--- src/rtl/video_chain_pkg.sv ---
// Shared definitions for the video effect routing chain: source codes,
// sequencer FSM states and the source legality check. Also used by the multi-mux.
package video_chain_pkg;

    typedef logic [2:0] src_t;

    localparam src_t SRC_BASE       = 3'd0;
    localparam src_t SRC_CRUSH      = 3'd1;
    localparam src_t SRC_DISTORTION = 3'd2;
    localparam src_t SRC_FILTER     = 3'd3;
    localparam src_t SRC_REVERB     = 3'd4;

    // Hop count after which a walk is abandoned (loop detection fires first).
    localparam logic [2:0] MAX_STEPS = 3'd5;

    typedef enum logic [1:0] {
        ST_IDLE   = 2'd0,
        ST_WALK   = 2'd1,
        ST_COMMIT = 2'd2,
        ST_REJECT = 2'd3
    } chain_state_t;

    // Codes above REVERB do not name any source.
    function automatic logic is_legal_src(input src_t s);
        return (s <= SRC_REVERB);
    endfunction

endpackage

--- src/rtl/video_chain_sequencer.sv ---
// Per-frame routing sequencer: snapshots the raw selects on new_frame, walks
// the chain from the output back to base, and either commits a validated
// select set (with active-stage mask and total latency) or rejects it and
// holds the previous frame's configuration.
module video_chain_sequencer
    import video_chain_pkg::*;
#(
    parameter int CRUSH_LATENCY      = 2,
    parameter int DISTORTION_LATENCY = 3,
    parameter int FILTER_LATENCY     = 6,
    parameter int REVERB_LATENCY     = 0,
    parameter int LAT_WIDTH          = 6
) (
    input  logic                 clk_pixel,
    input  logic                 rst,
    input  logic                 new_frame,
    input  logic [2:0]           output_src_in,
    input  logic [2:0]           crush_src_in,
    input  logic [2:0]           distortion_src_in,
    input  logic [2:0]           filter_src_in,
    input  logic [2:0]           reverb_src_in,
    input  logic [2:0]           delay_src_in,
    output logic [2:0]           output_src,
    output logic [2:0]           crush_src,
    output logic [2:0]           distortion_src,
    output logic [2:0]           filter_src,
    output logic [2:0]           reverb_src,
    output logic [2:0]           delay_src,
    output logic [3:0]           stage_active,
    output logic [LAT_WIDTH-1:0] chain_latency,
    output logic                 cfg_update,
    output logic                 cfg_error,
    output logic [7:0]           error_count
);

    // Pipeline depth of each effect stage; base and illegal codes add nothing.
    function automatic logic [LAT_WIDTH-1:0] stage_latency(input src_t s);
        case (s)
            SRC_CRUSH:      stage_latency = LAT_WIDTH'(CRUSH_LATENCY);
            SRC_DISTORTION: stage_latency = LAT_WIDTH'(DISTORTION_LATENCY);
            SRC_FILTER:     stage_latency = LAT_WIDTH'(FILTER_LATENCY);
            SRC_REVERB:     stage_latency = LAT_WIDTH'(REVERB_LATENCY);
            default:        stage_latency = '0;
        endcase
    endfunction

    chain_state_t state_q, state_d;

    src_t sh_output_q, sh_output_d, sh_crush_q, sh_crush_d, sh_dist_q, sh_dist_d;
    src_t sh_filter_q, sh_filter_d, sh_reverb_q, sh_reverb_d, sh_delay_q, sh_delay_d;

    src_t                 cur_q, cur_d;
    logic [3:0]           visited_q, visited_d;
    logic [LAT_WIDTH-1:0] lat_acc_q, lat_acc_d;
    logic [2:0]           steps_q, steps_d;

    src_t output_src_q, output_src_d, crush_src_q, crush_src_d, dist_src_q, dist_src_d;
    src_t filter_src_q, filter_src_d, reverb_src_q, reverb_src_d, delay_src_q, delay_src_d;
    logic [3:0]           stage_active_q, stage_active_d;
    logic [LAT_WIDTH-1:0] chain_latency_q, chain_latency_d;
    logic                 cfg_update_q, cfg_update_d;
    logic                 cfg_error_q, cfg_error_d;
    logic [7:0]           error_count_q, error_count_d;

    // visited bit i corresponds to source code i+1 (crush..reverb)
    logic [1:0]         stage_idx_s;
    logic [LAT_WIDTH:0] hop_sum_s;
    src_t               next_src_s;

    assign stage_idx_s = 2'(cur_q - SRC_CRUSH);
    assign hop_sum_s   = {1'b0, lat_acc_q} + {1'b0, stage_latency(cur_q)};

    // Source feeding the stage currently being visited, taken from the snapshot.
    always_comb begin
        next_src_s = SRC_BASE;
        case (cur_q)
            SRC_CRUSH:      next_src_s = sh_crush_q;
            SRC_DISTORTION: next_src_s = sh_dist_q;
            SRC_FILTER:     next_src_s = sh_filter_q;
            SRC_REVERB:     next_src_s = sh_reverb_q;
            default:        next_src_s = SRC_BASE;
        endcase
    end

    // State and all datapath/output registers, synchronous reset.
    always_ff @(posedge clk_pixel) begin
        if (rst) begin
            state_q         <= ST_IDLE;
            sh_output_q     <= SRC_BASE;
            sh_crush_q      <= SRC_BASE;
            sh_dist_q       <= SRC_BASE;
            sh_filter_q     <= SRC_BASE;
            sh_reverb_q     <= SRC_BASE;
            sh_delay_q      <= SRC_BASE;
            cur_q           <= SRC_BASE;
            visited_q       <= 4'd0;
            lat_acc_q       <= '0;
            steps_q         <= 3'd0;
            output_src_q    <= SRC_BASE;
            crush_src_q     <= SRC_BASE;
            dist_src_q      <= SRC_BASE;
            filter_src_q    <= SRC_BASE;
            reverb_src_q    <= SRC_BASE;
            delay_src_q     <= SRC_BASE;
            stage_active_q  <= 4'd0;
            chain_latency_q <= '0;
            cfg_update_q    <= 1'b0;
            cfg_error_q     <= 1'b0;
            error_count_q   <= 8'd0;
        end else begin
            state_q         <= state_d;
            sh_output_q     <= sh_output_d;
            sh_crush_q      <= sh_crush_d;
            sh_dist_q       <= sh_dist_d;
            sh_filter_q     <= sh_filter_d;
            sh_reverb_q     <= sh_reverb_d;
            sh_delay_q      <= sh_delay_d;
            cur_q           <= cur_d;
            visited_q       <= visited_d;
            lat_acc_q       <= lat_acc_d;
            steps_q         <= steps_d;
            output_src_q    <= output_src_d;
            crush_src_q     <= crush_src_d;
            dist_src_q      <= dist_src_d;
            filter_src_q    <= filter_src_d;
            reverb_src_q    <= reverb_src_d;
            delay_src_q     <= delay_src_d;
            stage_active_q  <= stage_active_d;
            chain_latency_q <= chain_latency_d;
            cfg_update_q    <= cfg_update_d;
            cfg_error_q     <= cfg_error_d;
            error_count_q   <= error_count_d;
        end
    end

    // Next-state: one hop per WALK cycle until base, a bad code, or a loop.
    always_comb begin
        state_d = state_q;
        case (state_q)
            ST_IDLE: begin
                if (new_frame) state_d = ST_WALK;
                else           state_d = ST_IDLE;
            end
            ST_WALK: begin
                if (!is_legal_src(sh_delay_q))      state_d = ST_REJECT;
                else if (cur_q == SRC_BASE)         state_d = ST_COMMIT;
                else if (!is_legal_src(cur_q))      state_d = ST_REJECT;
                else if (visited_q[stage_idx_s])    state_d = ST_REJECT;
                else if (steps_q >= MAX_STEPS)      state_d = ST_REJECT;
                else                                state_d = ST_WALK;
            end
            ST_COMMIT: state_d = ST_IDLE;
            ST_REJECT: state_d = ST_IDLE;
            default:   state_d = ST_IDLE;
        endcase
    end

    // Snapshot, walk bookkeeping, and commit/reject updates of the outputs.
    always_comb begin
        sh_output_d     = sh_output_q;
        sh_crush_d      = sh_crush_q;
        sh_dist_d       = sh_dist_q;
        sh_filter_d     = sh_filter_q;
        sh_reverb_d     = sh_reverb_q;
        sh_delay_d      = sh_delay_q;
        cur_d           = cur_q;
        visited_d       = visited_q;
        lat_acc_d       = lat_acc_q;
        steps_d         = steps_q;
        output_src_d    = output_src_q;
        crush_src_d     = crush_src_q;
        dist_src_d      = dist_src_q;
        filter_src_d    = filter_src_q;
        reverb_src_d    = reverb_src_q;
        delay_src_d     = delay_src_q;
        stage_active_d  = stage_active_q;
        chain_latency_d = chain_latency_q;
        cfg_update_d    = 1'b0;
        cfg_error_d     = 1'b0;
        error_count_d   = error_count_q;
        case (state_q)
            ST_IDLE: begin
                if (new_frame) begin
                    sh_output_d = output_src_in;
                    sh_crush_d  = crush_src_in;
                    sh_dist_d   = distortion_src_in;
                    sh_filter_d = filter_src_in;
                    sh_reverb_d = reverb_src_in;
                    sh_delay_d  = delay_src_in;
                    cur_d       = output_src_in;
                    visited_d   = 4'd0;
                    lat_acc_d   = '0;
                    steps_d     = 3'd0;
                end else begin
                    cur_d = cur_q;
                end
            end
            ST_WALK: begin
                if (state_d == ST_WALK) begin
                    visited_d[stage_idx_s] = 1'b1;
                    lat_acc_d = hop_sum_s[LAT_WIDTH] ? '1 : hop_sum_s[LAT_WIDTH-1:0];
                    cur_d     = next_src_s;
                    steps_d   = steps_q + 3'd1;
                end else begin
                    cur_d = cur_q;
                end
            end
            ST_COMMIT: begin
                // Unused stages are parked on base so they never see stale routing.
                output_src_d    = sh_output_q;
                delay_src_d     = sh_delay_q;
                crush_src_d     = visited_q[0] ? sh_crush_q  : SRC_BASE;
                dist_src_d      = visited_q[1] ? sh_dist_q   : SRC_BASE;
                filter_src_d    = visited_q[2] ? sh_filter_q : SRC_BASE;
                reverb_src_d    = visited_q[3] ? sh_reverb_q : SRC_BASE;
                stage_active_d  = visited_q;
                chain_latency_d = lat_acc_q;
                cfg_update_d    = 1'b1;
            end
            ST_REJECT: begin
                cfg_error_d = 1'b1;
                if (error_count_q != 8'hFF) error_count_d = error_count_q + 8'd1;
                else                        error_count_d = error_count_q;
            end
            default: begin
                cfg_update_d = 1'b0;
            end
        endcase
    end

    assign output_src     = output_src_q;
    assign crush_src      = crush_src_q;
    assign distortion_src = dist_src_q;
    assign filter_src     = filter_src_q;
    assign reverb_src     = reverb_src_q;
    assign delay_src      = delay_src_q;
    assign stage_active   = stage_active_q;
    assign chain_latency  = chain_latency_q;
    assign cfg_update     = cfg_update_q;
    assign cfg_error      = cfg_error_q;
    assign error_count    = error_count_q;

endmodule

--- config.mk ---
export PLATFORM = sky130hd
export DESIGN_NAME = video_chain_sequencer
export DESIGN_NICKNAME = d
export VERILOG_FILES = /design/src/rtl/video_chain_pkg.sv /design/src/rtl/video_chain_sequencer.sv
export SDC_FILE = /design/constraint.sdc
export NUM_CORES = 1
export LEC_CHECK = 0
export ABC_AREA = 1
export CAP_MARGIN = 20
export CORE_AREA = 2 2 81 98
export DETAILED_ROUTE_END_ITERATION = 10
export DIE_AREA = 0 0 83 100
export PLACE_DENSITY = 0.69
export SLEW_MARGIN = 20
export SYNTH_ARGS = -nofsm -noshare
export SYNTH_HDL_FRONTEND = slang
export SYNTH_SLANG_ARGS = --single-unit
--- constraint.sdc ---
create_clock -name clk_pixel -period 2.55 [get_ports clk_pixel]
set_input_delay 0.3825 -clock clk_pixel [delete_from_list [all_inputs] [get_ports clk_pixel]]
set_output_delay 0.3825 -clock clk_pixel [all_outputs]
set_load 0.1 [all_outputs]
==> run summary, run 1 <==
## Run status
- **result of the run** completed

## Synthesis
- **Synthesized Nets** 476
- **share of Yosys cell area claimed by the top area cell type** 45.9%
- **post-synth design cell area** 3230 sq um
- **portion of netlist area occupied by mux cells** 0%
- **commonest cells in the synthesized netlist** 96 x sky130_fd_sc_hd__nand2_1, 74 x sky130_fd_sc_hd__dfxtp_1, 67 x sky130_fd_sc_hd__nor2_1, 45 x sky130_fd_sc_hd__a21oi_1, 33 x sky130_fd_sc_hd__nand3_1
- **Synth Area in Adders** 4.49%
- **Synth Area in Compound Gates** 13.8%
- **number of enable flip-flop cells after synthesis** 0
- **FF+latch count, synth** 74
- **Post-synth top flop** sky130_fd_sc_hd__dfxtp_1
- **Yosys cell types** 26
- **most frequently used cell type in the post-synthesis netlist** sky130_fd_sc_hd__nand2_1
- **Syn Inst Count** 444
- **Async S/R FF share, synth** 0%
- **Post-Synth XOR/XNOR Area** 1.36%
- **largest family of logic cells by synthesized area** simple AND/OR/NAND/NOR gates
- **simple-gate share of the synthesized area** 27.5%
- **sequential area share after synthesis** 45.9%
- **number of warning messages in the yosys log** 0
- **average cell area after synthesis** 7.27 sq um
- **largest cells by area after synthesis** sky130_fd_sc_hd__dfxtp_1 46%, sky130_fd_sc_hd__nand2_1 11%, sky130_fd_sc_hd__nor2_1 7.8%
- **dominant cell type by area after synthesis** sky130_fd_sc_hd__dfxtp_1

## Route
- **total number of vias** 2943
- **number of remaining DRC errors** 0
- **detailed-route vias per instance** 4.93
- **Total Routed Length** 7480 microns
- **total iterations of the first detailed-routing run** 5
- **final routed wire length divided by cell count** 12.5 microns
- **detailed router's first-iteration violation count** 189
- **number of routed nets with antenna violations** 0

## CTS
- **# Post-CTS Setup Buffers** 0
- **Sinks on Clock Net** 74
- **Clock H-tree levels** 3
- **post-cts hold buffer count** 0
- **clock-pin slew on the worst setup and hold paths** 0.08 ns
- **clock tree root driver cell** sky130_fd_sc_hd__clkbuf_8
- **CTS tree** built
- **Max Buffers Root-to-Sink** 2
- **later-pin clock latency in the skew report** 0.35 ns
- **TritonCTS Buffers** 9

## Floorplanning
- **height of the die** 100 microns
- **Std-Cell Rows** 35
- **effective utilization at floorplan** 43.1%
- **Die Wd** 83 microns
- **number of top-level pins** 59
- **DIE AREA** 8300 sq um
- **core area** 7490 sq um

## Placed design
- **weighted congestion at the end of routability-driven global placement** 0.885
- **count of port buffers added during placement** 58
- **placement-stage cell area** 3790 sq um
- **post-DP HPWL** 5260 microns

## Setup path
- **Data required, critical path** 2.83 ns
- **data arrival time of the critical path** 2.60 ns
- **Setup Crit Path Kind** register to register
- **sum of buffers and inverters on the critical path** 4
- **Crit path largest cell delay** 0.41 ns
- **Worst setup EP type** register
- **kind of start point of the critical path** register
- **series of cell instances along the critical path** buf_4 -> inv_2 -> ha_1 -> inv_1 -> nor2_1 -> ha_1 -> inv_1 -> fa_1 -> o21bai_2 -> nand3_2 -> nand3_1 -> nand2_1 -> a21oi_1
- **Crit path max-delay family** adder cells
- **Worst R2R Setup Slack** 0.22 ns
- **Max FO, Critical Path** 5
- **slowest stage cell on the critical path** sky130_fd_sc_hd__fa_1

## Power
- **Peak supply drop** 0.000335 V
- **power density over the cells** 687 nW/um^2
- **leak pwr** 1.70 nW

## STA
- **Min Clock Period, post-route** 2.33 ns
- **final setup violating endpoints** 0
- **max-slew violations** 0
- **Final Hold Vio Count** 0
- **share of the clock period used by the worst path** 91.3%
- **clock skew** 0.0113 ns
- **Max-slew headroom** 47.5%
- **worst slack on hold paths** 0.468 ns
- **slew at the pin closest to its max-slew limit** 0.787 ns
- **fmax** 0.429 GHz

## Final layout
- **fraction of final layout cells sized beyond drive strength 1** 16.2%
- **Final Core Density** 53.7%
- **number of nets in the final layout** 532
- **Filler Cell Count** 727
- **count of inserted antenna diode cells** 0
- **layout overhead on the synthesized area** 24.6%
- **area of all placed cells without fillers** 4020 sq um

## GRT
- **number of global-route vias before repair** 2778
- **antenna violations before repair** 0
- **overflow left after global routing** 0
- **first-pass GRT wire length** 12700 microns
- **Total Routing Usage GR** 18.8%
- **pin count of the biggest net entering global routing** 39

## Min path
- **type of the worst min-delay path** register to register

## Job
- **count of maximum capacitance violations** 0

## placed cells by master, fill, tap and decap left out, types with 15 or more instances in the layout
| master | n |
|---|---|
| sky130_fd_sc_hd__buf_4 | 42 |
| sky130_fd_sc_hd__clkdlybuf4s50_1 | 20 |
| sky130_fd_sc_hd__dfxtp_1 | 74 |
| sky130_fd_sc_hd__nor2_1 | 67 |
| sky130_fd_sc_hd__nand2_1 | 96 |
| sky130_fd_sc_hd__o21ai_1 | 24 |
| sky130_fd_sc_hd__a21oi_1 | 45 |
| sky130_fd_sc_hd__o21ai_0 | 15 |
| sky130_fd_sc_hd__nand3_1 | 32 |
| sky130_fd_sc_hd__inv_1 | 30 |
## what timing repair did
| action | CTS | global route |
|---|---|---|
| endpoints found under the hold margin | 0 | 0 |
| setup endpoints to repair | 0 | 6 |
| gates resized for setup | 0 | 4 |
## cells by family (layout without fill, tap and decap cells)
family | count (synthesis) | after routing
AOI/OAI and AO/OA | 86 | 86
DFF | 74 | 74
and+or+nand+nor | 210 | 210
adders and majority gates | 11 | 11
xor gates and xnor gates | 5 | 5
buffers and inverters | 58 | 119
## through the flow
| stage | instances | setup slack [ns] | power (W) | TNS [ns] |
|---|---|---|---|---|
| 6_report | 597 | 0.221 | 0.00276 | 0 |
| 5_1_grt | 597 | -0.00133 | 0.00290 | -0.00133 |
| 4_1_cts | 597 | 0.0110 | 0.00279 | 0 |
| 3_5_place_dp | 581 | 0.0318 | 0.00177 | 0 |
| 3_3_place_gp | 581 | 0.134 | 0.00177 | 0 |
| 2_1_floorplan | 444 | 0.305 | 0.00164 | 0 |
## worst register-to-register path: stages, from the launching register on
cell	delay, ns
sky130_fd_sc_hd__dfxtp_1	0.32
sky130_fd_sc_hd__buf_4	0.15
sky130_fd_sc_hd__inv_2	0.08
sky130_fd_sc_hd__ha_1	0.25
sky130_fd_sc_hd__inv_1	0.06
sky130_fd_sc_hd__nor2_1	0.10
sky130_fd_sc_hd__ha_1	0.18
sky130_fd_sc_hd__inv_1	0.06
sky130_fd_sc_hd__fa_1	0.41
sky130_fd_sc_hd__o21bai_2	0.22
sky130_fd_sc_hd__nand3_2	0.14
sky130_fd_sc_hd__nand3_1	0.11
sky130_fd_sc_hd__nand2_1	0.05
sky130_fd_sc_hd__a21oi_1	0.14
## metal layers
layer / up-vias / track usage [%] / routed length, microns
met2: 64 / 32.4 / 3570
met5: - / 0 / 0
li1: 1539 / - / -
met1: 1335 / 23.1 / 3400
met3: 5 / 4.36 / 430
met4: 0 / 6.81 / 75
## registers in the layout (all words and copies together) (netlist names), 4 cells and up
name,flops
chain_latency,6
error_count,8
lat_acc_q,6
stage_active,4
visited_q,4
## worst paths after layout
check	cells after the start	start	to
setup reg to reg	13	cur_q[0]	lat_acc_q[3]
hold / removal	2	stage_active[0]	stage_active[0]
setup / recovery	13	cur_q[0]	lat_acc_q[3]
hold reg to reg	2	stage_active[0]	stage_active[0]
## cell type report
class | instances | area (sq um) | share of cell area [%]
clock inverter | 6 | 88.8 | 2.21
timing repair buffer | 62 | 515 | 12.8
tap | 92 | 115 | 2.86
sequential | 74 | 1480 | 36.8
inverter | 41 | 154 | 3.82
multi-input combinational | 312 | 1530 | 38.1
clock buffer | 10 | 138 | 3.42
## report_power, final
part           switching [W]  internal (W)
sequential         0.0000456       0.00122
clock               0.000440      0.000579
combinational       0.000340      0.000142
total               0.000826       0.00194
Note: power is estimated with default switching activity, not from simulation.
==> run 2, diff against run 1 <==
--- a/config.mk
+++ b/config.mk
@@ -7,9 +7,9 @@
 export LEC_CHECK = 0
 export ABC_AREA = 1
 export CAP_MARGIN = 20
-export CORE_AREA = 2 2 81 98
+export CORE_AREA = 2 2 88 90
 export DETAILED_ROUTE_END_ITERATION = 10
-export DIE_AREA = 0 0 83 100
+export DIE_AREA = 0 0 90 92
 export PLACE_DENSITY = 0.69
 export SLEW_MARGIN = 20
 export SYNTH_ARGS = -nofsm -noshare
==> run summary, run 2 (same netlist as run 1, synthesis figures left out) <==
## Floorplanning
- **number of top-level pins** 59
- **core area** 7450 sq um
- **DIE AREA** 8280 sq um
- **Die Wd** 90 microns
- **height of the die** 92 microns
- **Std-Cell Rows** 32
- **effective utilization at floorplan** 43.4%

## CTS
- **Sinks on Clock Net** 74
- **clock tree root driver cell** sky130_fd_sc_hd__clkbuf_8
- **TritonCTS Buffers** 9
- **Clock H-tree levels** 3
- **# Post-CTS Setup Buffers** 0
- **CTS tree** built
- **clock-pin slew on the worst setup and hold paths** 0.08 ns
- **later-pin clock latency in the skew report** 0.35 ns
- **Max Buffers Root-to-Sink** 2

## Placed design
- **placement-stage cell area** 3800 sq um
- **post-DP HPWL** 5270 microns
- **placed cell count** 591
- **weighted congestion at the end of routability-driven global placement** 0.909
- **dpl ws** 0.00866 ns
- **count of port buffers added during placement** 58

## GRT
- **overflow left after global routing** 0
- **first-pass GRT wire length** 12900 microns
- **antenna violations before repair** 0
- **Total Routing Usage GR** 19.5%
- **number of global-route vias before repair** 2753
- **pin count of the biggest net entering global routing** 39

## Route
- **Total Routed Length** 7730 microns
- **total number of vias** 2990
- **detailed router's first-iteration violation count** 134
- **number of routed nets with antenna violations** 0
- **number of remaining DRC errors** 0
- **detailed-route vias per instance** 4.93
- **final routed wire length divided by cell count** 12.7 microns
- **total iterations of the first detailed-routing run** 4

## Final layout
- **number of standard cells in the final layout excluding fillers** 607
- **fraction of final layout cells sized beyond drive strength 1** 16.4%
- **most common library cell in the layout ignoring fill and taps** sky130_fd_sc_hd__nand2_1
- **number of nets in the final layout** 532
- **count of inserted antenna diode cells** 0
- **number of flip-flops under the largest register name** 8
- **Final Core Density** 53.8%
- **area of all placed cells without fillers** 4010 sq um
- **layout overhead on the synthesized area** 24.1%
- **commonest cells after routing, fill and taps aside** 96 x sky130_fd_sc_hd__nand2_1, 74 x sky130_fd_sc_hd__dfxtp_1, 67 x sky130_fd_sc_hd__nor2_1

## Setup path
- **kind of start point of the critical path** register
- **Data required, critical path** 2.83 ns
- **data arrival time of the critical path** 2.63 ns
- **slowest stage cell on the critical path** sky130_fd_sc_hd__fa_1
- **Worst setup EP type** register
- **Crit path top cell by count** sky130_fd_sc_hd__inv_1
- **Crit path largest cell delay** 0.41 ns
- **series of cell instances along the critical path** buf_4 -> inv_2 -> ha_2 -> inv_1 -> nor2_1 -> ha_1 -> inv_1 -> fa_1 -> o21bai_2 -> nand3_2 -> nand3_1 -> nand2_1 -> a21oi_1
- **Max FO, Critical Path** 5
- **Setup Crit Path Kind** register to register

## STA
- **Final Hold Vio Count** 0
- **Min Clock Period, post-route** 2.35 ns
- **max-slew violations** 0
- **final setup violating endpoints** 0
- **fmax** 0.426 GHz
- **slew at the pin closest to its max-slew limit** 0.795 ns
- **clock skew** 0.00899 ns
- **Setup WS post-layout** 0.200 ns
- **share of the clock period used by the worst path** 92.2%
- **Max-slew headroom** 47.0%

## Power
- **Reg power frac** 47.6%
- **internal power contribution** 0.00181 W
- **net switching fraction of the power** 31.5%
- **net load switching power** 0.000833 W
- **leak pwr** 1.69 nW
- **Clk pwr share** 34.0%
- **power density over the cells** 660 nW/um^2
- **Peak supply drop** 0.000346 V
- **combinational cell fraction of total power** 18.4%
- **sum of internal, switching and leakage power** 0.00265 W

## Run status
- **result of the run** completed

## Job
- **count of maximum capacitance violations** 0

## Min path
- **type of the worst min-delay path** register to register

==> run 2: power groups by stage <==
stage	Combinational, W	Clock, W	Sequential (W)
after floorplan	0.000250	0	0.00139
after global placement	0.000480	0	0.00129
after detailed placement	0.000484	0	0.00129
after CTS	0.000486	0.000923	0.00126
after global routing	0.000532	0.000980	0.00127
final	0.000487	0.000898	0.00126
==> run 2: cell type report <==
class                           instances  area (sq um)
Inverter                               41           154
Tap cell                              102           128
Sequential cell                        74          1480
Fill cell                             752          3440
Multi-Input combinational cell        312          1540
Clock buffer                           10           128
Clock inverter                          6          65.1
Timing Repair Buffer                   62           515
==> run 2: final timing paths <==
kind	start	to	slack [ns]	cells past startpoint
worst min register to register	distortion_src[0]	distortion_src[0]	0.47	2
worst max-delay path	cur_q[0]	lat_acc_q[3]	0.20	13
worst min-delay path	distortion_src[0]	distortion_src[0]	0.47	2
worst max register to register	cur_q[0]	lat_acc_q[3]	0.20	13
==> run 2: metrics by stage <==
step | setup TNS, ns | hold WS, ns
2_1_floorplan | 0 | 0.451
3_3_place_gp | 0 | 0.454
3_5_place_dp | 0 | 0.456
4_1_cts | 0 | 0.469
5_1_grt | -0.0436 | 0.485
6_report | 0 | 0.466
==> run 2: per-layer routing <==
| metal | vias up | wire length, microns | global-route usage (%) | part of all wire [%] |
|---|---|---|---|---|
| met5 | - | 0 | 0 | 0 |
| met4 | 0 | 116 | 8.46 | 1.5 |
| met3 | 12 | 357 | 3.94 | 4.6 |
| li1 | 1543 | - | - | - |
| met1 | 1367 | 3830 | 26.0 | 50 |
| met2 | 68 | 3420 | 30.7 | 44 |
==> run 2: critical path: cells and delay by family (launching register included) <==
kind                     cells  cell delay (ns)
AO/OA/AOI/OAI                2             0.35
adder cells (fa/ha/maj)      3             0.82
buffers and inverters        4             0.35
flip-flops                   1             0.32
AND/OR/NAND/NOR              4             0.44
==> run 2: timing repair <==
action	in CTS	in global routing
pin swaps	0	1
setup endpoints to repair	5	6
hold buffers	0	0
resized for setup	1	5
==> run 3, diff against run 2 <==
--- a/config.mk
+++ b/config.mk
@@ -10,6 +10,7 @@
 export CORE_AREA = 2 2 88 90
 export DETAILED_ROUTE_END_ITERATION = 10
 export DIE_AREA = 0 0 90 92
+export GPL_TIMING_DRIVEN = 0
 export PLACE_DENSITY = 0.69
 export SLEW_MARGIN = 20
 export SYNTH_ARGS = -nofsm -noshare
==> run summary, run 3 (same netlist as run 1, synthesis figures left out) <==
## CTS
- **TritonCTS Buffers** 9
- **Clock H-tree levels** 3
- **# Post-CTS Setup Buffers** 0
- **Max Buffers Root-to-Sink** 2
- **clock tree root driver cell** sky130_fd_sc_hd__clkbuf_8
- **CTS tree** built
- **Sinks on Clock Net** 74
- **later-pin clock latency in the skew report** 0.36 ns
- **clock-pin slew on the worst setup and hold paths** 0.07 ns
- **post-cts hold buffer count** 0

## Min path
- **Endpoint, Worst Hold** cur_q[0]
- **hold path startpoint** rst
- **type of the worst min-delay path** primary input to register
- **depth of the worst hold-timing path** 2

## Final layout
- **fraction of final layout cells sized beyond drive strength 1** 8.72%
- **commonest cells after routing, fill and taps aside** 96 x sky130_fd_sc_hd__nand2_1, 73 x sky130_fd_sc_hd__dfxtp_1, 67 x sky130_fd_sc_hd__nor2_1
- **number of flip-flops under the largest register name** 8
- **count of inserted antenna diode cells** 0
- **number of standard cells in the final layout excluding fillers** 618
- **most common library cell in the layout ignoring fill and taps** sky130_fd_sc_hd__nand2_1
- **layout overhead on the synthesized area** 30.3%
- **number of nets in the final layout** 544

## Setup path
- **Max FO, Critical Path** 5
- **Worst R2R Setup Slack** 0.15 ns
- **kind of start point of the critical path** register
- **Worst setup EP type** register
- **data arrival time of the critical path** 2.67 ns
- **start point of the critical path** cur_q[1]
- **Data required, critical path** 2.83 ns
- **Setup Crit Path Kind** register to register
- **endpoint of the most critical register-to-register path** lat_acc_q[5]
- **source of the worst register-to-register timing path** cur_q[1]
- **Reg2Reg Depth** 12

## Floorplanning
- **core area** 7450 sq um
- **Die Wd** 90 microns
- **effective utilization at floorplan** 43.4%
- **Std-Cell Rows** 32
- **DIE AREA** 8280 sq um
- **height of the die** 92 microns
- **number of top-level pins** 59

## STA
- **summed negative setup slack over all endpoints** 0 ns
- **share of the clock period used by the worst path** 94.0%
- **clock skew** 0.00902 ns
- **fmax** 0.417 GHz
- **unrepaired setup endpoints after global routing** no
- **max-slew violations** 0
- **final setup violating endpoints** 0
- **Final Hold Vio Count** 0
- **worst slack on hold paths** 0.389 ns
- **Min Clock Period, post-route** 2.40 ns
- **slew at the pin closest to its max-slew limit** 0.971 ns
- **Max-slew headroom** 35.1%

## Route
- **number of routed nets with antenna violations** 0
- **final routed wire length divided by cell count** 13.5 microns
- **detailed-route vias per instance** 4.93
- **total number of vias** 3049
- **number of remaining DRC errors** 0
- **detailed router's first-iteration violation count** 130
- **total iterations of the first detailed-routing run** 4
- **Total Routed Length** 8370 microns

## Placed design
- **weighted congestion at the end of routability-driven global placement** 0.913
- **placed cell count** 603
- **count of port buffers added during placement** 57
- **post-DP HPWL** 5890 microns

## GRT
- **antenna violations before repair** 0
- **overflow left after global routing** 0
- **pin count of the biggest net entering global routing** 14
- **Total Routing Usage GR** 20.9%
- **number of global-route vias before repair** 2921
- **first-pass GRT wire length** 13900 microns

## Power
- **Clk pwr share** 40.3%
- **sum of internal, switching and leakage power** 0.00297 W
- **leak pwr** 1.66 nW
- **internal power contribution** 0.00212 W
- **net switching fraction of the power** 28.6%
- **Reg power frac** 42.6%
- **power density over the cells** 705 nW/um^2
- **net load switching power** 0.000848 W
- **combinational cell fraction of total power** 17.1%
- **Peak supply drop** 0.000381 V

## Run status
- **result of the run** completed

## Job
- **count of maximum capacitance violations** 0

[run 3: cell types whose count changed in the layout (fill, tap and decap cells not counted), moves of 2 or more]
| cell | delta |
|---|---|
| sky130_fd_sc_hd__buf_2 | +2 |
| sky130_fd_sc_hd__buf_4 | -42 |
| sky130_fd_sc_hd__bufinv_16 | +3 |
| sky130_fd_sc_hd__clkbuf_1 | +13 |
| sky130_fd_sc_hd__clkdlybuf4s50_1 | +37 |
| sky130_fd_sc_hd__clkinv_2 | -2 |
[run 3: worst max-delay path, stage by stage, from the launching register on]
cell	delay (ns)
sky130_fd_sc_hd__dfxtp_1	0.38
sky130_fd_sc_hd__inv_1	0.11
sky130_fd_sc_hd__ha_2	0.25
sky130_fd_sc_hd__o21ai_2	0.11
sky130_fd_sc_hd__nor2_1	0.11
sky130_fd_sc_hd__ha_1	0.18
sky130_fd_sc_hd__inv_1	0.06
sky130_fd_sc_hd__fa_1	0.43
sky130_fd_sc_hd__o21bai_2	0.20
sky130_fd_sc_hd__nand3_2	0.16
sky130_fd_sc_hd__nand3_1	0.12
sky130_fd_sc_hd__nand2_1	0.06
sky130_fd_sc_hd__a21oi_1	0.16
[run 3: repair_timing]
item | in CTS | in global routing
endpoints found under the setup margin | 6 | 6
gates resized for setup | 4 | 3
pin swaps | 0 | 1
[run 3: how the worst max path moves through the flow]
stage | depth (start not counted) | endpoint | slack [ns]
global route | 12 | lat_acc_q[3] | 0.01
finish | 12 | lat_acc_q[5] | 0.15
CTS | 11 | lat_acc_q[5] | 0.08
detailed placement | 11 | lat_acc_q[3] | -0.15
global placement | 11 | lat_acc_q[5] | -0.09
floorplan | 11 | lat_acc_q[3] | 0.31
[run 3: power groups by stage]
stage	clock network, W	logic (W)	registers, W
global route	0.00126	0.000554	0.00127
CTS	0.00120	0.000506	0.00126
floorplan	0	0.000250	0.00139
finish	0.00120	0.000509	0.00126
detailed placement	0	0.000502	0.00129
global placement	0	0.000494	0.00129
[run 3: area by class of cell]
type                       count  area, sq um
fill                         722         3240
inverter                      41          154
timing repair buffer          57          571
clock buffer                   9          124
sequential                    74         1480
multi-input combinational    312         1540
clock inverter                 6          138
tap                          102          128
buffer                        17         73.8
[run 3: metrics by stage]
stage	area (sq um)	worst slack (ns)	utilization, %
4_1_cts	4200	0.0761	56.4
3_3_place_gp	3930	-0.0932	52.7
3_5_place_dp	3930	-0.149	52.7
2_1_floorplan	3230	0.305	-
5_1_grt	4210	0.0121	56.5
6_report	4210	0.153	56.5
[run 3: metal layers]
metal  GRT usage, %  vias to the layer above  share of wire, %  routed length (microns)
met1           26.7                     1410                45                     3800
li1               -                     1560                 -                        -
met4           6.92                        0               1.6                      133
met3           4.19                       14               4.4                      365
met5              0                        -                 0                        0
met2           35.3                       65                49                     4070
